$ cat config.mk
export PLATFORM = sky130hd
export DESIGN_NAME = edge_tracker
export DESIGN_NICKNAME = d
export VERILOG_FILES = /design/src/rtl/edge_tracker.sv
export SDC_FILE = /design/constraint.sdc
export NUM_CORES = 1
export LEC_CHECK = 0
export CORE_MARGIN = 1
export CORE_UTILIZATION = 45
export DETAILED_ROUTE_END_ITERATION = 10
export PLACE_DENSITY = 0.66
export REMOVE_ABC_BUFFERS = 1
export SLEW_MARGIN = 40
export SYNTH_ARGS = -nofsm -noshare
export SYNTH_HDL_FRONTEND = slang
export SYNTH_SLANG_ARGS = --single-unit
$ cat constraint.sdc
create_clock -name clock -period 12 [get_ports clock]
set_input_delay 1.8 -clock clock [delete_from_list [all_inputs] [get_ports clock]]
set_output_delay 1.8 -clock clock [all_outputs]
set_load 0.1 [all_outputs]
$ cat src/rtl/edge_tracker.sv
// Edge tracker: gradient pipeline, strongest-edge selection,
// debounce FSM and a one-entry valid/ready event register.
module edge_tracker #(
  parameter int NUM_PIXELS    = 5,
  parameter int PIXEL_WIDTH   = 8,
  parameter int THRESHOLD     = 16,
  parameter int CONFIRM_COUNT = 3,
  parameter int LOSS_COUNT    = 4
) (
  input  logic                              clock,
  input  logic                              resetN,
  input  logic [NUM_PIXELS*PIXEL_WIDTH-1:0] pixelsIn,
  input  logic                              pixelsValid,
  output logic                              edgeLocked,
  output logic [2:0]                        edgePosition,
  output logic [PIXEL_WIDTH-1:0]            edgeStrength,
  output logic                              eventValid,
  output logic [1:0]                        eventCode,
  output logic [2:0]                        eventPos,
  input  logic                              eventReady,
  output logic                              eventOverflow
);

  localparam int PW = PIXEL_WIDTH;
  localparam int NG = NUM_PIXELS - 1;
  localparam logic [PW-1:0] TH   = PW'(THRESHOLD);
  localparam logic [3:0]    CONF = 4'(CONFIRM_COUNT);
  localparam logic [3:0]    LOSS = 4'(LOSS_COUNT);
  localparam logic [1:0]    EV_LOCK = 2'd1;
  localparam logic [1:0]    EV_MOVE = 2'd2;
  localparam logic [1:0]    EV_LOSS = 2'd3;

  typedef enum logic [1:0] {
    S_SEARCH,
    S_CAND,
    S_LOCKED
  } state_t;

  logic [PW-1:0] w_grad [NG];
  logic [PW-1:0] r_grad [NG];
  logic          r_s1Valid;
  logic [PW-1:0] w_max;
  logic [2:0]    w_idx;
  logic [PW-1:0] r_maxVal;
  logic [2:0]    r_maxIdx;
  logic          r_hit;
  logic          r_s2Valid;

  state_t        r_state, w_state;
  logic [2:0]    r_cand, w_cand;
  logic [3:0]    r_cnt, w_cnt;
  logic [3:0]    r_miss, w_miss;
  logic [2:0]    r_pos, w_pos;
  logic [PW-1:0] r_str, w_str;
  logic          w_evNew;
  logic [1:0]    w_evCode;
  logic [2:0]    w_evPos;
  logic [2:0]    w_diff;

  logic          r_evValid;
  logic [1:0]    r_evCode;
  logic [2:0]    r_evPos;
  logic          r_ovf;

  // Absolute difference of each adjacent pixel pair
  always_comb begin
    for (int i = 0; i < NG; i++) begin
      if (pixelsIn[(i+1)*PW +: PW] >= pixelsIn[i*PW +: PW])
        w_grad[i] = pixelsIn[(i+1)*PW +: PW] - pixelsIn[i*PW +: PW];
      else
        w_grad[i] = pixelsIn[i*PW +: PW] - pixelsIn[(i+1)*PW +: PW];
    end
  end

  // Stage 1 register: gradients and frame qualifier
  always_ff @(posedge clock or negedge resetN) begin
    if (!resetN) begin
      for (int i = 0; i < NG; i++) r_grad[i] <= '0;
      r_s1Valid <= 1'b0;
    end else begin
      for (int i = 0; i < NG; i++) r_grad[i] <= w_grad[i];
      r_s1Valid <= pixelsValid;
    end
  end

  // Strongest gradient; strict compare keeps the lowest index on ties
  always_comb begin
    w_max = r_grad[0];
    w_idx = 3'd0;
    for (int i = 1; i < NG; i++) begin
      if (r_grad[i] > w_max) begin
        w_max = r_grad[i];
        w_idx = 3'(i);
      end
    end
  end

  // Stage 2 register: selection and threshold qualification
  always_ff @(posedge clock or negedge resetN) begin
    if (!resetN) begin
      r_maxVal  <= '0;
      r_maxIdx  <= '0;
      r_hit     <= 1'b0;
      r_s2Valid <= 1'b0;
    end else begin
      r_maxVal  <= w_max;
      r_maxIdx  <= w_idx;
      r_hit     <= r_s1Valid && (w_max >= TH);
      r_s2Valid <= r_s1Valid;
    end
  end

  assign w_diff = (r_maxIdx > r_pos) ? (r_maxIdx - r_pos)
                                     : (r_pos - r_maxIdx);

  // Debounce FSM next state, counters and event generation
  always_comb begin
    w_state  = r_state;
    w_cand   = r_cand;
    w_cnt    = r_cnt;
    w_miss   = r_miss;
    w_pos    = r_pos;
    w_str    = r_str;
    w_evNew  = 1'b0;
    w_evCode = 2'd0;
    w_evPos  = 3'd0;
    if (r_s2Valid) begin
      unique case (r_state)
        S_SEARCH: begin
          if (r_hit) begin
            if (CONF <= 4'd1) begin
              w_state  = S_LOCKED;
              w_pos    = r_maxIdx;
              w_str    = r_maxVal;
              w_miss   = 4'd0;
              w_cnt    = 4'd0;
              w_evNew  = 1'b1;
              w_evCode = EV_LOCK;
              w_evPos  = r_maxIdx;
            end else begin
              w_state = S_CAND;
              w_cand  = r_maxIdx;
              w_cnt   = 4'd1;
            end
          end
        end
        S_CAND: begin
          if (r_hit && r_maxIdx == r_cand) begin
            if (r_cnt + 4'd1 >= CONF) begin
              w_state  = S_LOCKED;
              w_pos    = r_cand;
              w_str    = r_maxVal;
              w_miss   = 4'd0;
              w_cnt    = 4'd0;
              w_evNew  = 1'b1;
              w_evCode = EV_LOCK;
              w_evPos  = r_cand;
            end else begin
              w_cnt = r_cnt + 4'd1;
            end
          end else if (r_hit) begin
            w_cand = r_maxIdx;
            w_cnt  = 4'd1;
          end else begin
            w_state = S_SEARCH;
            w_cnt   = 4'd0;
          end
        end
        S_LOCKED: begin
          if (r_hit && r_maxIdx == r_pos) begin
            w_miss = 4'd0;
            w_str  = r_maxVal;
          end else if (r_hit && w_diff == 3'd1) begin
            w_pos    = r_maxIdx;
            w_str    = r_maxVal;
            w_miss   = 4'd0;
            w_evNew  = 1'b1;
            w_evCode = EV_MOVE;
            w_evPos  = r_maxIdx;
          end else if (r_miss + 4'd1 >= LOSS) begin
            w_state  = S_SEARCH;
            w_miss   = 4'd0;
            w_evNew  = 1'b1;
            w_evCode = EV_LOSS;
            w_evPos  = r_pos;
          end else begin
            w_miss = r_miss + 4'd1;
          end
        end
        default: w_state = S_SEARCH;
      endcase
    end
  end

  // Stage 3 register: FSM state and tracked edge
  always_ff @(posedge clock or negedge resetN) begin
    if (!resetN) begin
      r_state <= S_SEARCH;
      r_cand  <= '0;
      r_cnt   <= '0;
      r_miss  <= '0;
      r_pos   <= '0;
      r_str   <= '0;
    end else begin
      r_state <= w_state;
      r_cand  <= w_cand;
      r_cnt   <= w_cnt;
      r_miss  <= w_miss;
      r_pos   <= w_pos;
      r_str   <= w_str;
    end
  end

  // One-entry event holding register; a full, unaccepted slot drops new events
  always_ff @(posedge clock or negedge resetN) begin
    if (!resetN) begin
      r_evValid <= 1'b0;
      r_evCode  <= '0;
      r_evPos   <= '0;
      r_ovf     <= 1'b0;
    end else if (w_evNew) begin
      if (!r_evValid || eventReady) begin
        r_evValid <= 1'b1;
        r_evCode  <= w_evCode;
        r_evPos   <= w_evPos;
      end else begin
        r_ovf <= 1'b1;
      end
    end else if (r_evValid && eventReady) begin
      r_evValid <= 1'b0;
    end
  end

  assign edgeLocked    = (r_state == S_LOCKED);
  assign edgePosition  = r_pos;
  assign edgeStrength  = r_str;
  assign eventValid    = r_evValid;
  assign eventCode     = r_evCode;
  assign eventPos      = r_evPos;
  assign eventOverflow = r_ovf;

endmodule

==> impl_metrics.toml <==
[yosys]
synth_cell_type_count = 50
synth_cells = 622
netlist_area_mm2 = 0.00612
syn_area_per_cell_um2 = 9.83
synth_ff_type = "dfrtp_1"
synthTopCellsByArea = "dfrtp_1 (30%), ha_1 (19%), mux2i_1 (5.1%)"
synth_area_leader_cell = "dfrtp_1"
yosys.area.top_type_share = 0.299
synthArstFlopShare = 1.00
synth-edff-count = 0
synth-seq-cells = 73
synth_warnings = 0
ys_seq_area_frac = 0.299

[setup_path]
cpLargestDelayFamily = "compound AO/OA/AOI/OAI gates"
crit_type = "reg -> reg"
cp-end-kind = "register"
critical_path.cell_chain = "ha_1, nor2b_1, o211ai_1, a21oi_1, o22ai_2, mux2i_1, ha_1, nand4_1, nor2_1, a21oi_1, nor2_1, nor2_1, a21o_1, ha_1, nor2b_1, o211ai_1, a21oi_1, o22ai_2, and2_1, a21oi_1, o41a_1"
reg2regPathDepth = 21
crit_cells = 21
crit_slowest_cell = "nor2_1"
worstPathRequired_ns = 12.21
critical_path_peak_fanout = 12
crit_path_start_kind = "register"
cpMostUsedCell = "a21oi_1"
arrival_ns = 5.85
cp_num_buf_inv = 0
max_stage_delay_ns = 0.55

[layout]
final_common_cell = "ha_1"
nets = 826
postLayoutCoreUtil = 0.533
mostFrequentLayoutCells = "ha_1 (93), dfrtp_1 (73), inv_1 (72)"
diodes = 0
final_layout_size_suffix_gt1_frac = 0.118
area_growth_pct = 15.3

[run]
drv_cap = 0

[timing]
final.setup.tns_ns = 0
max_freq_ghz = 0.178
rsz0062_at_grt = "false"
hold_viol = 0
post-route-min-period_ns = 5.63
period_share = 0.469
report.final.slew_viol_count = 0
relSlewSlack = 0.564
finalSetupViolations = 0
worst_pin_slew_ns = 0.652
fin_worst_skew_ns = 0.0103

[clocking]
clock_path_buffers = 2
cts_hold_buf = 0
clk_pin_slew_worst_paths_ns = 0.06
cts_buffers = 9
cts_resized = 0
worstSkewPairLatency_ns = 0.34
clkSinkCount = 73
root_buffer = "clkbuf_16"
post-cts-setup-buffers = 0
tritoncts = "done"
htreeDepth = 3

[drt]
drt_wl_total_um = 13000
via_per_inst = 5.39
drtPass1Iterations = 4
drtIter0Drc = 223
drc_errors = 0
antenna_left = 0
vias = 4632
wl_per_cell_um = 15.1

[grt]
track_usage = 0.196
antenna_found_initial = 0
grt.met2_usage = 0.339
grt.busiest_layer = "met2"
grt_pass1_wl_um = 22000
grt_max_degree = 74
grt_overflow = 0
gr-usage-met1 = 0.238
grt_use_met3 = 0.0396
first_global_vias = 4751

[die]
start_util = 0.462
die_area_mm2 = 0.0141
die_x_um = 119
die_h_um = 119
io-pin-count = 63
core_mm2 = 0.0132
core.rowCount = 42

[placed_design]
placement.io_buffers = 60
finalWeightedCongestion = 0.877
place_hpwl_um = 10600

[min_path]
hold_depth = 0
hp-class = "reg -> reg"

[run_status]
outcome = "finished, final reports clean"

[pwr]
power_leakage_nw = 3.58
peakVddDrop_uv = 89.8
power_density_mw_per_mm2 = 204
## per-stage QoR
stage	instance area, um^2	setup WS [ns]	hold slack, ns	cells	power, W
floorplan	6000	6.48	0.354	607	0.000983
global placement	6830	5.95	0.412	844	0.00115
detailed placement	6760	6.39	0.390	844	0.00118
CTS	7050	6.37	0.416	860	0.00145
global route	7050	5.94	0.442	860	0.00156
finish	7050	6.37	0.418	860	0.00144
## worst paths after layout
check	startpoint	end	slack, ns
worst max register to register	r_grad[17]	r_hit	6.37
max in group asynchronous	resetN	r_grad[4]	10.00
worst min register to register	r_s1Valid	r_s2Valid	0.42
worst max-delay path	r_grad[17]	r_hit	6.37
worst min-delay path	r_s1Valid	r_s2Valid	0.42
min in group asynchronous	resetN	eventValid	1.56
## worst reg2reg max path, delay by kind of cell, from the launching register on
kind                     cells  cell delay (ns)
adder cells (fa/ha/maj)      3             0.81
flip-flops                   1             0.38
AND/OR/NAND/NOR              7             1.53
multiplexers                 1             0.48
AO/OA/AOI/OAI               10             2.30
## flip-flops by register name (all words and copies together), names as in the netlist, 4 cells and up
signal	count
edgeStrength	8
r_cnt	4
r_miss	4
r_grad	32
r_maxVal	8
## routing by layer
layer | vias up | share of wire
li1 | 2300 | -
met1 | 2201 | 0.45
met2 | 107 | 0.49
met3 | 24 | 0.038
met4 | 0 | 0.019
met5 | - | 0
## cells in the mapped netlist (2+ instances only)
cell,count
ha_1,93
dfrtp_1,73
inv_1,72
a21oi_1,41
mux2i_1,31
nand2_1,28
o21ai_0,25
a21o_1,21
mux2_2,21
nor2b_1,17
nand3_1,16
xnor2_1,16
o21bai_1,15
a211oi_1,14
nor2_1,13
xor2_1,11
fa_1,10
nor3_1,9
and2_1,8
nand2b_1,7
nand4_1,6
a31oi_1,5
o211ai_1,5
or2_2,5
a221oi_2,4
and3_1,4
buf_2,4
buf_6,4
nor3b_2,4
o22ai_2,4
o31a_1,4
o31ai_2,4
and4_1,3
buf_4,3
clkbuf_1,3
o22ai_1,3
and3b_1,2
o31ai_1,2
## cell type report
class	count	area, um^2
Fill cell	1243	6190
Inverter	72	270
Tap cell	176	220
Multi-Input combinational cell	462	3920
Timing Repair Buffer	61	522
Sequential cell	73	1830
Clock inverter	6	68.8
Clock buffer	10	229
## logic make-up after synthesis
logic type,share of synthesized area
AO/OA/AOI/OAI,0.171
AND/OR/NAND/NOR,0.115
buffers and inverters,0.0634
flip-flops,0.299
adder cells (fa/ha/maj),0.223
other,0.000613
multiplexers,0.0894
XOR/XNOR,0.0387
## power by group
part           switching [W]  internal, W  leakage, nW
clock               0.000101     0.000161        0.131
sequential         0.0000523     0.000322        0.900
combinational       0.000497     0.000305         2.55
Note: power is estimated with default switching activity, not from simulation.
